$ cat src/rtl/riscv_pkg.sv
// Shared RV32I definitions for the fetch stage and the controller:
// widths, reset vector, the canonical NOP, fetch FSM states and opcodes.
package riscv_pkg;

   localparam int               XLEN      = 32;
   localparam logic [XLEN-1:0]  RESET_PC  = 32'h0000_0000;
   localparam logic [31:0]      NOP_INSTR = 32'h0000_0013;  // addi x0,x0,0

   typedef enum logic [1:0] {
      REQ  = 2'd0,
      WAIT = 2'd1,
      HOLD = 2'd2
   } fetch_state_t;

   localparam logic [6:0] OPC_LUI    = 7'b0110111;
   localparam logic [6:0] OPC_AUIPC  = 7'b0010111;
   localparam logic [6:0] OPC_JAL    = 7'b1101111;
   localparam logic [6:0] OPC_JALR   = 7'b1100111;
   localparam logic [6:0] OPC_BRANCH = 7'b1100011;
   localparam logic [6:0] OPC_LOAD   = 7'b0000011;
   localparam logic [6:0] OPC_STORE  = 7'b0100011;
   localparam logic [6:0] OPC_OPIMM  = 7'b0010011;
   localparam logic [6:0] OPC_OP     = 7'b0110011;
   localparam logic [6:0] OPC_SYSTEM = 7'b1110011;

endpackage

$ cat src/rtl/instr_fetch_if.sv
// Instruction-memory request/response bus: req/gnt address phase,
// rvalid/rdata data phase, one transaction outstanding at a time.
interface instr_fetch_if #(
   parameter int XLEN = 32
);
   logic            imem_req;
   logic [XLEN-1:0] imem_addr;
   logic            imem_gnt;
   logic            imem_rvalid;
   logic [XLEN-1:0] imem_rdata;

   modport master (
      output imem_req, imem_addr,
      input  imem_gnt, imem_rvalid, imem_rdata
   );

   modport slave (
      input  imem_req, imem_addr,
      output imem_gnt, imem_rvalid, imem_rdata
   );
endinterface

$ cat src/rtl/instr_fetch.sv
// Fetch stage: owns the PC, fetches one word at a time and holds it on
// instr/pc until execute accepts, then steps to PC+4 or the redirect target.
module instr_fetch #(
   parameter int              XLEN     = riscv_pkg::XLEN,
   parameter logic [XLEN-1:0] RESET_PC = riscv_pkg::RESET_PC
) (
   input  logic            clk,
   input  logic            rst_n,
   instr_fetch_if.master   imem,
   output logic [XLEN-1:0] instr,
   output logic [XLEN-1:0] pc,
   output logic [XLEN-1:0] pc_plus4,
   output logic            instr_valid,
   input  logic            instr_ready,
   input  logic            PCsel,
   input  logic [XLEN-1:0] alu_result,
   output logic            target_misaligned
);
   import riscv_pkg::*;

   fetch_state_t    state_q, state_d;
   logic            capture, accept;
   logic [XLEN-1:0] target;

   // JALR clears bit 0; bit 1 is flagged but still followed
   assign target   = {alu_result[XLEN-1:1], 1'b0};
   assign pc_plus4 = pc + XLEN'(4);

   assign imem.imem_req  = (state_q == REQ);
   assign imem.imem_addr = pc;

   always_comb begin
      state_d = state_q;
      capture = 1'b0;
      accept  = 1'b0;
      unique case (state_q)
         REQ:  if (imem.imem_gnt) state_d = WAIT;
         WAIT: if (imem.imem_rvalid) begin
                  capture = 1'b1;
                  state_d = HOLD;
               end
         HOLD: if (instr_ready) begin
                  accept  = 1'b1;
                  state_d = REQ;
               end
         default: state_d = REQ;
      endcase
   end

   always_ff @(posedge clk or negedge rst_n) begin
      if (!rst_n) begin
         state_q           <= REQ;
         pc                <= RESET_PC;
         instr             <= XLEN'(NOP_INSTR);
         instr_valid       <= 1'b0;
         target_misaligned <= 1'b0;
      end else begin
         state_q <= state_d;
         if (capture) begin
            instr       <= imem.imem_rdata;
            instr_valid <= 1'b1;
         end
         // PCsel/alu_result only matter on the accept cycle
         if (accept) begin
            instr_valid <= 1'b0;
            pc          <= PCsel ? target : pc_plus4;
            if (PCsel && alu_result[1]) target_misaligned <= 1'b1;
         end
      end
   end

endmodule
$ cat src/flat_wrapper.sv
// flat-port wrapper written by rule: the top's interface ports become plain ports
module instr_fetch_flat import riscv_pkg::*;
#(
   parameter int              XLEN     = riscv_pkg::XLEN,
   parameter logic [XLEN-1:0] RESET_PC = riscv_pkg::RESET_PC
)
  (clk, rst_n, instr, pc, pc_plus4, instr_valid, instr_ready, PCsel, alu_result, target_misaligned, imem_imem_req, imem_imem_addr, imem_imem_gnt, imem_imem_rvalid, imem_imem_rdata);
  instr_fetch_if #(.XLEN(XLEN)) imem_i ();
  input  logic clk;
  input  logic rst_n;
  output logic [XLEN-1:0] instr;
  output logic [XLEN-1:0] pc;
  output logic [XLEN-1:0] pc_plus4;
  output logic instr_valid;
  input  logic instr_ready;
  input  logic PCsel;
  input  logic [XLEN-1:0] alu_result;
  output logic target_misaligned;
  output wire logic [$bits(imem_i.imem_req)-1:0] imem_imem_req;
  output wire logic [$bits(imem_i.imem_addr)-1:0] imem_imem_addr;
  input wire logic [$bits(imem_i.imem_gnt)-1:0] imem_imem_gnt;
  input wire logic [$bits(imem_i.imem_rvalid)-1:0] imem_imem_rvalid;
  input wire logic [$bits(imem_i.imem_rdata)-1:0] imem_imem_rdata;
  assign imem_imem_req = imem_i.imem_req;
  assign imem_imem_addr = imem_i.imem_addr;
  assign imem_i.imem_gnt = imem_imem_gnt;
  assign imem_i.imem_rvalid = imem_imem_rvalid;
  assign imem_i.imem_rdata = imem_imem_rdata;
  instr_fetch #(.XLEN(XLEN), .RESET_PC(RESET_PC)) u_core (.clk(clk), .rst_n(rst_n), .imem(imem_i), .instr(instr), .pc(pc), .pc_plus4(pc_plus4), .instr_valid(instr_valid), .instr_ready(instr_ready), .PCsel(PCsel), .alu_result(alu_result), .target_misaligned(target_misaligned));
endmodule
$ cat config.mk
export PLATFORM = sky130hd
export DESIGN_NAME = instr_fetch_flat
export DESIGN_NICKNAME = d
export VERILOG_FILES = /design/src/rtl/riscv_pkg.sv /design/src/rtl/instr_fetch_if.sv /design/src/rtl/instr_fetch.sv /design/src/flat_wrapper.sv
export SDC_FILE = /design/constraint.sdc
export NUM_CORES = 1
export LEC_CHECK = 0
export CORE_ASPECT_RATIO = 1.2
export CORE_UTILIZATION = 44
export DETAILED_ROUTE_END_ITERATION = 8
export PLACE_DENSITY = 0.83
export SYNTH_ARGS = -nofsm -noshare
export SYNTH_HDL_FRONTEND = slang
export SYNTH_SLANG_ARGS = --single-unit
export TNS_END_PERCENT = 30
$ cat constraint.sdc
create_clock -name clk -period 3.4 [get_ports clk]
set_input_delay 1.02 -clock clk [delete_from_list [all_inputs] [get_ports clk]]
set_output_delay 1.02 -clock clk [all_outputs]
set_load 0.005 [all_outputs]
## Word level (Yosys, flattened, before mapping)

Cells that the tools add are included.

- Input port bits: 70
- Register bits after elaboration: 68
- Output and inout port bits: 131

- Muxes and demuxes: 11
- Eq/ne operators: 5
- $add $sub $neg: 1
- Reductions and logical operators: 5

Operators by type and width:

| kind | count |
|---|---|
| adder 32 x 3 -> 32 bit, second input constant | 1 |
| two-way mux 32 bit | 1 |
| two-way mux 1 bit | 6 |
| two-way mux 2 bit | 3 |
| one-hot mux 2 bit (3 select lines) | 1 |
| != test 2 bit, second input constant | 2 |
| AND reduction 3 bit | 1 |
| equality test 2 x 1 -> 1 bit, second input constant | 1 |
| equality test 2 bit, second input constant | 1 |
| logical NOT 2 bit | 1 |
| != test 2 x 1 -> 1 bit, second input constant | 1 |
| AND reduction 2 bit | 1 |
| nonzero test 2 bit | 1 |
| logical AND 1 bit | 1 |

## Longest topological paths before layout

- Word-level depth: 4
- Depth in mapped cells: 6
- Mapped depth without buffers: 5

## Least setup slack after synthesis

Ideal clock, no wire load.

- Kind: register to output
- From: reg u_core.pc[2] (netlist: u_core.imem.imem_addr[2])
- To: out pc_plus4[26]
- Path buffers: 1
- Stages on the path, launching flop included: 7
- Arrival time: 1.677 ns
- Path slack: 0.703 ns
- Cell sequence: dfrtp_1 -> ha_1 -> and3_1 -> clkbuf_1 -> nand4_1 -> or2_2 -> xnor2_1

- Word-level cells in the longest chain between the ends: 1

Ends and longest elaborated chain:

| what | RTL line | source |
|---|---|---|
| start: declaration | instr_fetch.sv:11 | `output logic [XLEN-1:0] pc,` |
| start signal: assignment | instr_fetch.sv:66 | `pc <= PCsel ? target : pc_plus4;` |
| adder 32 x 3 -> 32 bit | instr_fetch.sv:27 | `assign pc_plus4 = pc + XLEN'(4);` |
| end: declaration | flat_wrapper.sv:13 | `output logic [XLEN-1:0] pc_plus4;` |

Every way passes these cells.

## Final worst setup path

- From: reg u_core.pc[3] (netlist: u_core.imem.imem_addr[3])
- To: out pc_plus4[8]

Same word-level chain as after synthesis.

==> impl_summary.md <==
Status
The flow ran to the end, and the final reports show no timing, DRC or antenna violations.

Synth
The top cell type by area accounts for 38.9% of the synthesized area. For this run, the leading register cell type out of synthesis is dfrtp_1. After synthesis, the cell types taking the most area are dfrtp_1 39%, mux2_2 9.0%, buf_4 6.4%.

The instance count of the mapped netlist is 425. The fraction of the yosys area taken by sequential cells is 40.9%. The proportion of synthesized flip-flops having asynchronous set or reset is 100%. The mapped cell area is 4110 um^2. The most numerous cell in the Yosys netlist is dfrtp_1. The number of distinct library cells after synthesis is 55.

Yosys printed 0 warnings. In this run the mean area of a mapped cell was 9.68 um^2. Ranked by instance count, the synthesized netlist is headed by 64 x dfrtp_1, 35 x buf_4, 33 x mux2_2. The number of enable flip-flop cells after synthesis is 0. Summed over all instances, the cell type with the most area after synthesis is dfrtp_1.

The number of synthesized register bits is 67.

Detailed routing
The via density per instance is 5.53. The vias after detailed routing is 4073. Once detail routing completed, the nets flagged for antenna violations numbered 0. After detailed routing, the number of remaining DRC violations is 0. After detailed routing, the average wire length per cell comes to 17.2 um. After the first detailed-routing iteration, the DRC count stood at 251.

For this run, the detailed router's first-pass iteration total came to 5. The post-detailed-routing wire length is 12.6 mm.

CTS
The total clock sinks is 67. The number of clock buffers added by TritonCTS is 9. The root buffer cell is clkbuf_8.

The depth of the CTS H-tree is 3. Clock-pin slew was measured on the worst setup and hold paths at 0.07 ns. The later pin in the worst-skew pair is clocked with a latency of 0.34 ns. In this run the deepest clock path goes through 2 buffers. TritonCTS built the clock tree. For this design, the CTS-stage hold fixing added 0 buffers.

Timing
The maximum clock frequency is 301 MHz. The final-report max-slew violation count is 0. The number of endpoints failing setup at the final stage is 0. Setup repair after global routing could not meet its margin everywhere. The hold violation total from the final report is 0. Clock skew on the completed layout was measured at 0.00769 ns.

The clock period minus final worst setup slack is 3.32 ns. For the pin with the worst max-slew slack, the measured transition is 0.524 ns. Measured against its own limit, the worst slew margin works out to 64.9%. The hold slack is 0.468 ns. The final critical path takes up 97.8% of the cycle.

Critical path
The largest fanout of any net on the critical path is 5. Data arrives at the worst endpoint at 2.30 ns. The type of the worst setup path is reg -> out.

On the critical path the largest part of the delay comes from buffers and inverters. In this design, the stage delay of the slowest critical-path cell is 0.52 ns. STA classifies the critical path endpoint as a primary output.

On the critical path, the stage with the largest delay is an instance of clkdlybuf4s50_1. For the worst setup path, the data required time is 2.38 ns. STA classifies the critical path startpoint as a flip-flop. The buffers plus inverters on the worst setup path is 2.

Walking the worst path, the cells encountered are ha_4 > and3_2 > buf_4 > and3_2 > xor2_1 > clkdlybuf4s50_1. Counting stages on the worst path, the most repeated cell is and3_2.

Hold path
The min-delay analysis places its worst path in the category reg -> reg.

Pwr
Power spread over the standard cell area amounts to 713 nW/um^2. The leakage power total is 2.63 nW. Power comes to 4.60 mW. The peak supply drop is 632 uV.

Placement
The instance area at placement is 6030 um^2. The count of buffers inserted at the top-level ports is 196. Detailed placement finished with a half-perimeter wire length of 8.97 mm. The routability congestion estimate from global placement is 0.841.

Floorplanning
The core area is 9080 um^2. The total die area is 9740 um^2. From left edge to right edge, the die measures 90.3 um. Once the floorplan was initialized, standard cells occupied 45.3% of the core. The number of rows in the core area is 38. 201 I/O pins were placed.

The die height is 108 um.

Finish
0 antenna diodes ended up in the layout. The net count of the finished layout is 682. The filler cells instantiated in the layout total 680. The summed area of non-filler cells in the final layout is 6450 um^2. The post-route netlist has 21.6% of its cells at a drive strength greater than 1. Compared with the post-synthesis result, the final layout area differs by 56.9%.

Global route
For this run, the total global-route usage over all layers was measured as 25.8%. The largest net degree at the start of global routing is 41. The wire length of the first global-routing pass is 19.7 mm. The via count of the first global-routing pass was 3953. The number of antenna violations at the first check in global routing is 0.

The final global-route overflow total is 0.

Flow run
The max-capacitance violation count is 0.
[registers in the layout, indices dropped and copies added (netlist names)]
name / flops
u_core.instr: 32
u_core.imem.imem_addr: 31
u_core.instr_valid: 1
u_core.state_q: 2
u_core.target_misaligned: 1
[worst register-to-register path: cells and delay by family, from the launching register on]
| kind | cells | cell delay [ns] |
|---|---|---|
| AND/OR/NAND/NOR | 2 | 0.78 |
| flip-flops | 1 | 0.37 |
| buffers and inverters | 2 | 0.33 |
| AO/OA/AOI/OAI | 2 | 0.26 |
[what timing repair did]
item                                    4_1_cts  5_1_grt
endpoints found under the setup margin       16       20
gates resized for setup                      15       25
buffers inserted                              3        9
pin swaps                                     2        4
[worst paths after layout]
path                       cells after the start                                  from                               endpoint  slack [ns]
setup reg to reg                               6  u_core.imem.imem_addr[7]$_DFFE_PN0N_  u_core.imem.imem_addr[15]$_DFFE_PN0N_        1.58
max in group asynchronous                      2                                 rst_n   u_core.imem.imem_addr[3]$_DFFE_PN0N_        2.15
min in group asynchronous                      1                                 rst_n           u_core.instr[18]$_DFFE_PN0P_        0.51
hold / removal                                 1  u_core.target_misaligned$_DFFE_PN0P_   u_core.target_misaligned$_DFFE_PN0P_        0.47
hold reg to reg                                1  u_core.target_misaligned$_DFFE_PN0P_   u_core.target_misaligned$_DFFE_PN0P_        0.47
setup / recovery                               6  u_core.imem.imem_addr[3]$_DFFE_PN0N_                            pc_plus4[8]        0.08
[kinds of logic after synthesis]
kind of cell | count (synthesis) | synth area share, %
and+or+nand+nor | 135 | 18.5
AOI/OAI and AO/OA | 85 | 14.1
buffers and inverters | 75 | 11.1
DFF | 67 | 40.9
muxes | 35 | 9.52
xor gates and xnor gates | 26 | 5.54
adders and majority gates | 1 | 0.304
other | 1 | 0.0912
[area by class of cell]
type	count	area, um^2	share of cell area, %
clock buffer	12	145	2.25
clock inverter	4	73.8	1.14
inverter	10	37.5	0.582
multi-input combinational	285	2070	32.0
sequential	67	1690	26.2
tap	120	150	2.33
timing repair buffer	238	2290	35.5
[routing by layer]
metal / up-vias / track usage [%] / routed length [um]
met3: 26 / 7.27 / 1040
li1: 1873 / - / -
met4: 0 / 13.5 / 338
met1: 1972 / 28.8 / 4620
met2: 202 / 44.8 / 6650
met5: - / 0 / 0
[metrics by stage]
step	TNS [ns]	std cells	setup slack, ns	util (%)
4_1_cts	-0.0756	727	-0.0220	69.4
3_5_place_dp	0	708	0.223	66.4
6_report	0	736	0.0759	71.1
2_1_floorplan	0	427	0.703	-
3_3_place_gp	0	708	0.250	66.4
5_1_grt	-0.103	736	-0.0422	71.1
[layout by cell type, fill, tap and decap left out, types with 3 or more instances in the layout]
master,instances
a211o_1,5
a21oi_1,13
a22oi_1,5
a311o_1,4
a31oi_1,7
a41oi_1,3
and3_1,13
and3_2,4
and4_1,3
and4_4,4
buf_4,37
buf_6,5
clkbuf_8,10
clkdlybuf4s50_1,193
conb_1,3
dfrtp_1,54
dfrtp_2,10
dfstp_2,3
inv_1,10
mux2_2,33
nand2_1,28
nand3_1,21
nand4_1,5
nor2_1,14
nor3_1,12
o211ai_1,13
o21ai_0,21
o2bb2ai_1,5
or3_1,5
xnor2_1,13
xor2_1,12
[report_power, final]
group / internal (mW) / switching [mW] / leakage [nW]
sequential: 1.15 / 0.272 / 0.745
clock: 0.434 / 0.314 / 0.111
combinational: 1.56 / 0.881 / 1.77
total: 3.14 / 1.47 / 2.63
Note: power is estimated with default switching activity, not from simulation.
